### src/rtl/keypad_pkg.sv
// rtl/keypad_pkg.sv - shared types and key constants for the pushbutton keypad
package keypad_pkg;

    typedef enum logic [1:0] {
        S_IDLE,
        S_DEBOUNCE,
        S_PRESSED,
        S_RELEASE
    } kp_state_t;

    localparam int NUM_PB = 21;

    localparam logic [4:0] KEY_ENTER = 5'd16;
    localparam logic [4:0] KEY_BKSP  = 5'd17;
    localparam logic [4:0] KEY_CLR   = 5'd18;

endpackage

### src/rtl/pb_sync.sv
// rtl/pb_sync.sv - parameterized-width two-flop synchronizer with async reset
module pb_sync #(
    parameter int WIDTH = 1
) (
    input  logic             hz100,
    input  logic             reset,
    input  logic [WIDTH-1:0] d,
    output logic [WIDTH-1:0] q
);

    logic [WIDTH-1:0] meta;

    always_ff @(posedge hz100 or posedge reset) begin
        if (reset) begin
            meta <= '0;
            q    <= '0;
        end else begin
            meta <= d;
            q    <= meta;
        end
    end

endmodule

### src/rtl/pb_keypad.sv
// rtl/pb_keypad.sv - debounced priority keypad with hex entry register
module pb_keypad
    import keypad_pkg::*;
#(
    parameter int DEBOUNCE = 2,
    parameter int DIGITS   = 8
) (
    input  logic                  hz100,
    input  logic                  reset,
    input  logic [20:0]           pb,
    output logic [4:0]            keycode,
    output logic                  strobe,
    output logic                  held,
    output logic [4*DIGITS-1:0]   entry,
    output logic [3:0]            count,
    output logic [4*DIGITS-1:0]   value,
    output logic                  valid
);

    localparam logic [3:0] DB_LAST = 4'(DEBOUNCE - 1);
    localparam logic [3:0] DMAX    = 4'(DIGITS);

    logic [NUM_PB-1:0] pbs;
    logic [4:0]        enc;
    logic              any;
    kp_state_t         state, state_n;
    logic [3:0]        cnt, cnt_n;
    logic [4:0]        cand, cand_n;
    logic              accept;

    pb_sync #(.WIDTH(NUM_PB)) u_sync (
        .hz100 (hz100),
        .reset (reset),
        .d     (pb),
        .q     (pbs)
    );

    // Later iterations overwrite earlier ones, so the highest set index wins.
    always_comb begin
        enc = '0;
        for (int i = 0; i < NUM_PB; i++) begin
            if (pbs[i]) enc = 5'(i);
        end
    end

    assign any  = |pbs;
    assign held = (state == S_PRESSED) || (state == S_RELEASE);

    always_ff @(posedge hz100 or posedge reset) begin
        if (reset) begin
            state <= S_IDLE;
            cnt   <= '0;
            cand  <= '0;
        end else begin
            state <= state_n;
            cnt   <= cnt_n;
            cand  <= cand_n;
        end
    end

    always_comb begin
        state_n = state;
        cnt_n   = cnt;
        cand_n  = cand;
        accept  = 1'b0;
        case (state)
            S_IDLE: begin
                if (any) begin
                    cand_n  = enc;
                    cnt_n   = '0;
                    state_n = S_DEBOUNCE;
                end
            end
            S_DEBOUNCE: begin
                if (!any || enc != cand) begin
                    state_n = S_IDLE;
                end else if (cnt == DB_LAST) begin
                    accept  = 1'b1;
                    state_n = S_PRESSED;
                end else begin
                    cnt_n = cnt + 4'd1;
                end
            end
            S_PRESSED: begin
                if (!any) begin
                    cnt_n   = '0;
                    state_n = S_RELEASE;
                end
            end
            S_RELEASE: begin
                if (any) begin
                    state_n = S_PRESSED;
                end else if (cnt == DB_LAST) begin
                    state_n = S_IDLE;
                end else begin
                    cnt_n = cnt + 4'd1;
                end
            end
            default: state_n = S_IDLE;
        endcase
    end

    always_ff @(posedge hz100 or posedge reset) begin
        if (reset) begin
            keycode <= '0;
            strobe  <= 1'b0;
            entry   <= '0;
            count   <= '0;
            value   <= '0;
            valid   <= 1'b0;
        end else begin
            strobe <= accept;
            valid  <= 1'b0;
            if (accept) begin
                keycode <= cand;
                if (!cand[4]) begin
                    entry <= {entry[4*DIGITS-5:0], cand[3:0]};
                    count <= (count == DMAX) ? count : count + 4'd1;
                end else if (cand == KEY_BKSP) begin
                    entry <= entry >> 4;
                    count <= (count == 4'd0) ? count : count - 4'd1;
                end else if (cand == KEY_CLR) begin
                    entry <= '0;
                    count <= '0;
                end else if (cand == KEY_ENTER) begin
                    value <= entry;
                    valid <= 1'b1;
                end
            end
        end
    end

endmodule

### config.mk
export PLATFORM = sky130hd
export DESIGN_NAME = pb_keypad
export DESIGN_NICKNAME = d
export VERILOG_FILES = /design/src/rtl/keypad_pkg.sv /design/src/rtl/pb_sync.sv /design/src/rtl/pb_keypad.sv
export SDC_FILE = /design/constraint.sdc
export NUM_CORES = 1
export LEC_CHECK = 0
export ABC_AREA = 1
export BUFFER_PORTS_ARGS = -buffer_cell sky130_fd_sc_hd__buf_2
export CORE_UTILIZATION = 60
export DETAILED_ROUTE_END_ITERATION = 16
export GPL_TIMING_DRIVEN = 0
export PLACE_DENSITY = 0.94
export SLEW_MARGIN = 30
export SYNTH_ARGS = -nofsm -noshare
export SYNTH_HDL_FRONTEND = slang
export SYNTH_SLANG_ARGS = --single-unit
### constraint.sdc
create_clock -name hz100 -period 11.5 [get_ports hz100]
set_input_delay 2.3 -clock hz100 [delete_from_list [all_inputs] [get_ports hz100]]
set_output_delay 2.3 -clock hz100 [all_outputs]
set_load 0.01 [all_outputs]
-- Yosys cells after proc, flatten, opt, wreduce, memory -nomap -nowiden
Index checks and enable logic that the tools add are counted.
W data, S select, Z words.
- bits in registers: 128
- latch bits: 0
- RAM bits: 0
- memory bits (read-only): 0
- input port bits: 23
- output and inout bits: 76
- word-level logic and storage cells: 95
- memories kept: 0
- $add $sub $neg: 3
- multiply operators: 0
- divide/modulo/power cells: 0
- order comparisons: 0
- equal/unequal tests: 18
- shifts and indexed selects: 0
- muxes and demuxes: 49
- bitwise operators: 2
- reductions and logical operators: 12
- operators by type and width (operator ; count):
    $mux W32 ; 3
    $mux W5 ; 18
    $mux W4 ; 10
    $reduce_or A21 Y1 ; 1
    $pmux W4 S4 ; 1
    $eq A5 B5 Y1 const B ; 3
    $mux W2 ; 7
    $reduce_and A4 Y1 ; 3
    $ne A2 B2 Y1 const B ; 5
    $mux W1 ; 9
    $add A4 B1 Y4 const B ; 2
    $pmux W2 S4 ; 1
    $ne A3 B3 Y1 const B ; 2
    $ne A5 B5 Y1 ; 1
    $reduce_and A5 Y1 ; 1
    $eq A2 B2 Y1 const B ; 2
    $eq A4 B1 Y1 const B ; 1
    $eq A4 B4 Y1 const B ; 1
    $logic_not A4 Y1 ; 1
    $reduce_and A2 Y1 ; 2
    $sub A4 B1 Y4 const B ; 1
    $ne A3 B1 Y1 const B ; 1
    $ne A3 B2 Y1 const B ; 1
    $eq A2 B1 Y1 const B ; 1
    4 further kinds ; 6

-- Depth between registers and ports, before layout
- depth in word-level cells: 25
- depth in mapped cells: 27
- gate-level depth less buffers: 27

-- Modules after synthesis
From an unflattened synthesis, not the netlist that was laid out.
- cells, all modules: 603
- area total of the unflattened synthesis: 5597.9 um^2
- by module, submodules not included (module ; times used ; cells each ; area each (um^2) ; sequential area each (um^2)):
    pb_keypad ; 1 ; 560 ; 4543.1 ; 2152.1
    pb_sync ; 1 ; 43 ; 1054.8 ; 1051.0

-- Worst setup path before layout
No wires, ideal clock.
- kind: register to output
- start: register state[1]
- end: output held
- arrival: 0.678 ns
- required time: 9.200 ns
- path slack: 8.522 ns
- stages on the path, launching flop included: 3
- path through: dfrtp_1 clkbuf_1 clkbuf_1
- cells in the longest elaborated chain, start to end: 2
- elaborated cells on any way between the ends: 3
- ends and longest elaborated chain (item ; RTL line ; text):
    start, declared ; pb_keypad.sv:26 ; kp_state_t state, state_n;
    start signal, assigned ; pb_keypad.sv:55 ; state <= state_n;
    $eq A2 B2 Y1 ; pb_keypad.sv:47 ; assign held = (state == S_PRESSED) || (state == S_RELEASE);
    $logic_or A1 B1 Y1 (*) ; pb_keypad.sv:47 ;
    end, declared ; pb_keypad.sv:13 ; output logic held,
Every way passes the cells marked *; elsewhere a longest branch is shown, timed or not.

-- Worst setup path after layout
Ends and elaborated chain as after synthesis.

==> reports/results.ini <==
[critical_path]
worstPathMaxFanout = 8
r2r-start = u_sync.q[2]
rrSetupSlack_ns = 8.77
reg2reg_to = value[5]
slowest_delay_ns = 0.32
crit_top_cell = clkbuf_1
crit_buf_inv = 3
cp_data_arrival_time_ns = 1.39
critical_path_class = flip-flop to output pin
cp.required_ns = 9.20
start_kind = flip-flop
end_kind = output pin
rr_worst_depth = 27
slowest_stage = dfrtp_1
path_delay_family = buffers and inverters
crit_chain = clkbuf_1 -> clkbuf_1 -> buf_2

[power]
powerDensity_mw_per_mm2 = 195
p_leak_uw = 0.00337
ir_worst_vdd_uv = 173
power_switching_uw = 438
clockPowerShare_pct = 41.3
swShare_pct = 32.8
combPwrFrac_pct = 20.2
p_int_uw = 899
seq_power_share_pct = 38.5

[floorplanning]
core-area_mm2 = 0.00889
die_y_um = 98.6
die_w_um = 98.6
row_count = 34
io_pins = 99
die-area_mm2 = 0.00973
start_util_pct = 63.0

[cts]
cts_tree = done
clock_latency_ns = 0.53
cts_resized = 0
cts_root_buf = clkbuf_8
cts_hold_buf = 0
cts.htree.levels = 4
cts_buffer_depth = 2
clkTransAtPathRegs_ns = 0.06
cts_sinks = 128
cts_buffers = 17
cts_setup_buffers = 0

[drt]
routed_wl_mm = 14.3
wl_per_cell_um = 17.6
vias = 4718
ant_nets = 0
drc_errors = 0
vias_per_cell = 5.82
dr.pass1.iters = 7
drt_iter0_drc = 365

[logic_synthesis]
synth_fa_ha_area_share_pct = 0.893
synth_flop_cell = dfrtp_1
synth_simple_gate_area_share_pct = 15.1
yosysSeqAreaShare_pct = 57.2
yosysUniqueCellTypes = 28
synth_compound_area_share_pct = 16.0
synth_xor_area_share_pct = 0.938
ys_ff_latch = 128
synth_top_family_by_area = compound AO/OA/AOI/OAI gates
ys_top_cells_by_area = dfrtp_1, o21ai_2, nand2_1, inv_1, o22ai_1
yosysTopAreaCellShare_pct = 57.2
synthMuxAreaShare_pct = 0
yosys_warnings = 0
syn_area_mm2 = 0.00560
synthCells = 571
synth-edff-count = 0
syn_nets = 598
synth_area_leader_cell = dfrtp_1
syn_area_per_cell_um2 = 9.81
async_flop_share_pct = 100

[cells_and_area]
diodes = 0
nFillCells = 505
seq_area_mm2 = 0.00320
drive_gt1_share_pct = 31.8
finalNetCount = 716
multi_input_area_mm2 = 0.00185
syn2layout_area_growth_pct = 22.7
layoutNonFillerInstCount = 810

[global_routing]
grt_max_degree = 82
antenna_found_initial = 0
grtUsageTotal_pct = 31.1
grt_pass1_vias = 4746
grt_pass1_wl_mm = 23.2
grt_overflow = 0

[flow_run]
drv_cap = 0

[place]
dp_cells = 778
routabilityCongestion = 0.870
io_buffers = 98
dp_hpwl_mm = 9.06

[sta]
setup_viol = 0
fin_setup_tns_ns = 0
period_needed_ns = 3.69
skew_ns = 0.00821
rsz0062_at_grt = false
fin_crit_sh_pct = 32.0
finalHoldViolCount = 0
tightest_slew_ns = 0.677
fmax_mhz = 271
relSlewSlack_pct = 54.6
slew_violations = 0

[min_path]
worstHoldStart = u_sync.meta[4]
min_to = u_sync.q[4]
hold_path.class = flip-flop to flip-flop
holdPathStages = 0

[outcome]
status = finished, final reports clean

## how the worst max path moves through the flow
stage	to	depth (start not counted)	slack, ns	from
floorplan	cand[0]	1	5.79	reset
global placement	value[5]	2	4.71	reset
detailed placement	held	3	8.36	state[1]
CTS	held	3	7.80	state[1]
global route	held	3	7.72	state[1]
finish	held	3	7.81	state[1]
## per-stage QoR
stage / setup slack [ns] / util [%] / power [uW] / cell area (um2) / hold WS [ns]
final: 7.81 / 77.3 / 1340 / 6870 / 0.345
after global placement: 4.71 / 70.1 / 749 / 6230 / 0.333
after global routing: 7.72 / 77.3 / 1380 / 6870 / 0.349
after CTS: 7.80 / 77.3 / 1330 / 6870 / 0.346
after detailed placement: 8.36 / 70.4 / 772 / 6260 / 0.335
after floorplan: 5.79 / - / 694 / 5600 / 0.331
## kinds of logic after synthesis
group                      after synthesis
AOI/OAI and AO/OA                      122
DFF                                    128
and+or+nand+nor                        188
adders and majority gates                4
buffers and inverters                  123
xor gates and xnor gates                 6
## synth_stat cells, types with 3 or more instances
master / n
nand3_1: 17
dfrtp_1: 128
o21ai_2: 64
ha_1: 4
nand4_1: 9
xor2_1: 4
o21ai_0: 19
inv_1: 100
clkbuf_1: 8
nor2_4: 3
a21oi_1: 7
buf_6: 12
nor3_1: 4
nor2_1: 14
o22ai_1: 29
nand2_1: 132
## sequential cells by signal, summed over array words and instances (netlist names), 2 cells and up
name and count:
cand 5, cnt 4, count 4, entry 32, keycode 5, state 2, u_sync.meta 21, u_sync.q 21
value 32
## final cells by class
class / instances / area share [%]
flip-flops and latches: 128 / 46.6
multi-input cells: 320 / 26.9
repair buffers: 99 / 7.54
clock buffers: 17 / 6.02
inverters: 102 / 5.68
clock inverters: 15 / 2.86
plain buffers: 21 / 2.48
well taps: 108 / 1.97
## routing by layer
layer / part of all wire [%] / track usage (%)
met5: 0 / 0
met4: 3.1 / 14.0
met3: 8.1 / 8.94
met2: 51 / 53.6
met1: 38 / 36.3
## power by group through the flow
stage                     sequential, uW  clock, uW  combinational (uW)
after floorplan                      520          0                 174
after global placement               517          0                 231
after detailed placement             519          0                 252
after CTS                            513        554                 263
after global routing                 518        577                 290
final                                514        553                 270
## placed cells by master (no fill, tap or decap), drive strengths merged
cell type	netlist	layout
nand3	20	20
o21a	1	1
ha	4	4
o22ai	29	29
clkinv	0	3
bufinv	0	3
o2111ai	1	1
xnor2	2	2
buf	13	112
inv	102	110
o21ai	83	83
a21oi	7	7
or2	1	1
nor3	6	6
clkinvlp	0	1
clkbuf	8	25
dfrtp	128	128
nand4	9	9
nor2	17	17
o211ai	1	1
nor4	1	1
nand2	134	134
xor2	4	4
No activity file was read; power rests on OpenSTA's default activity.
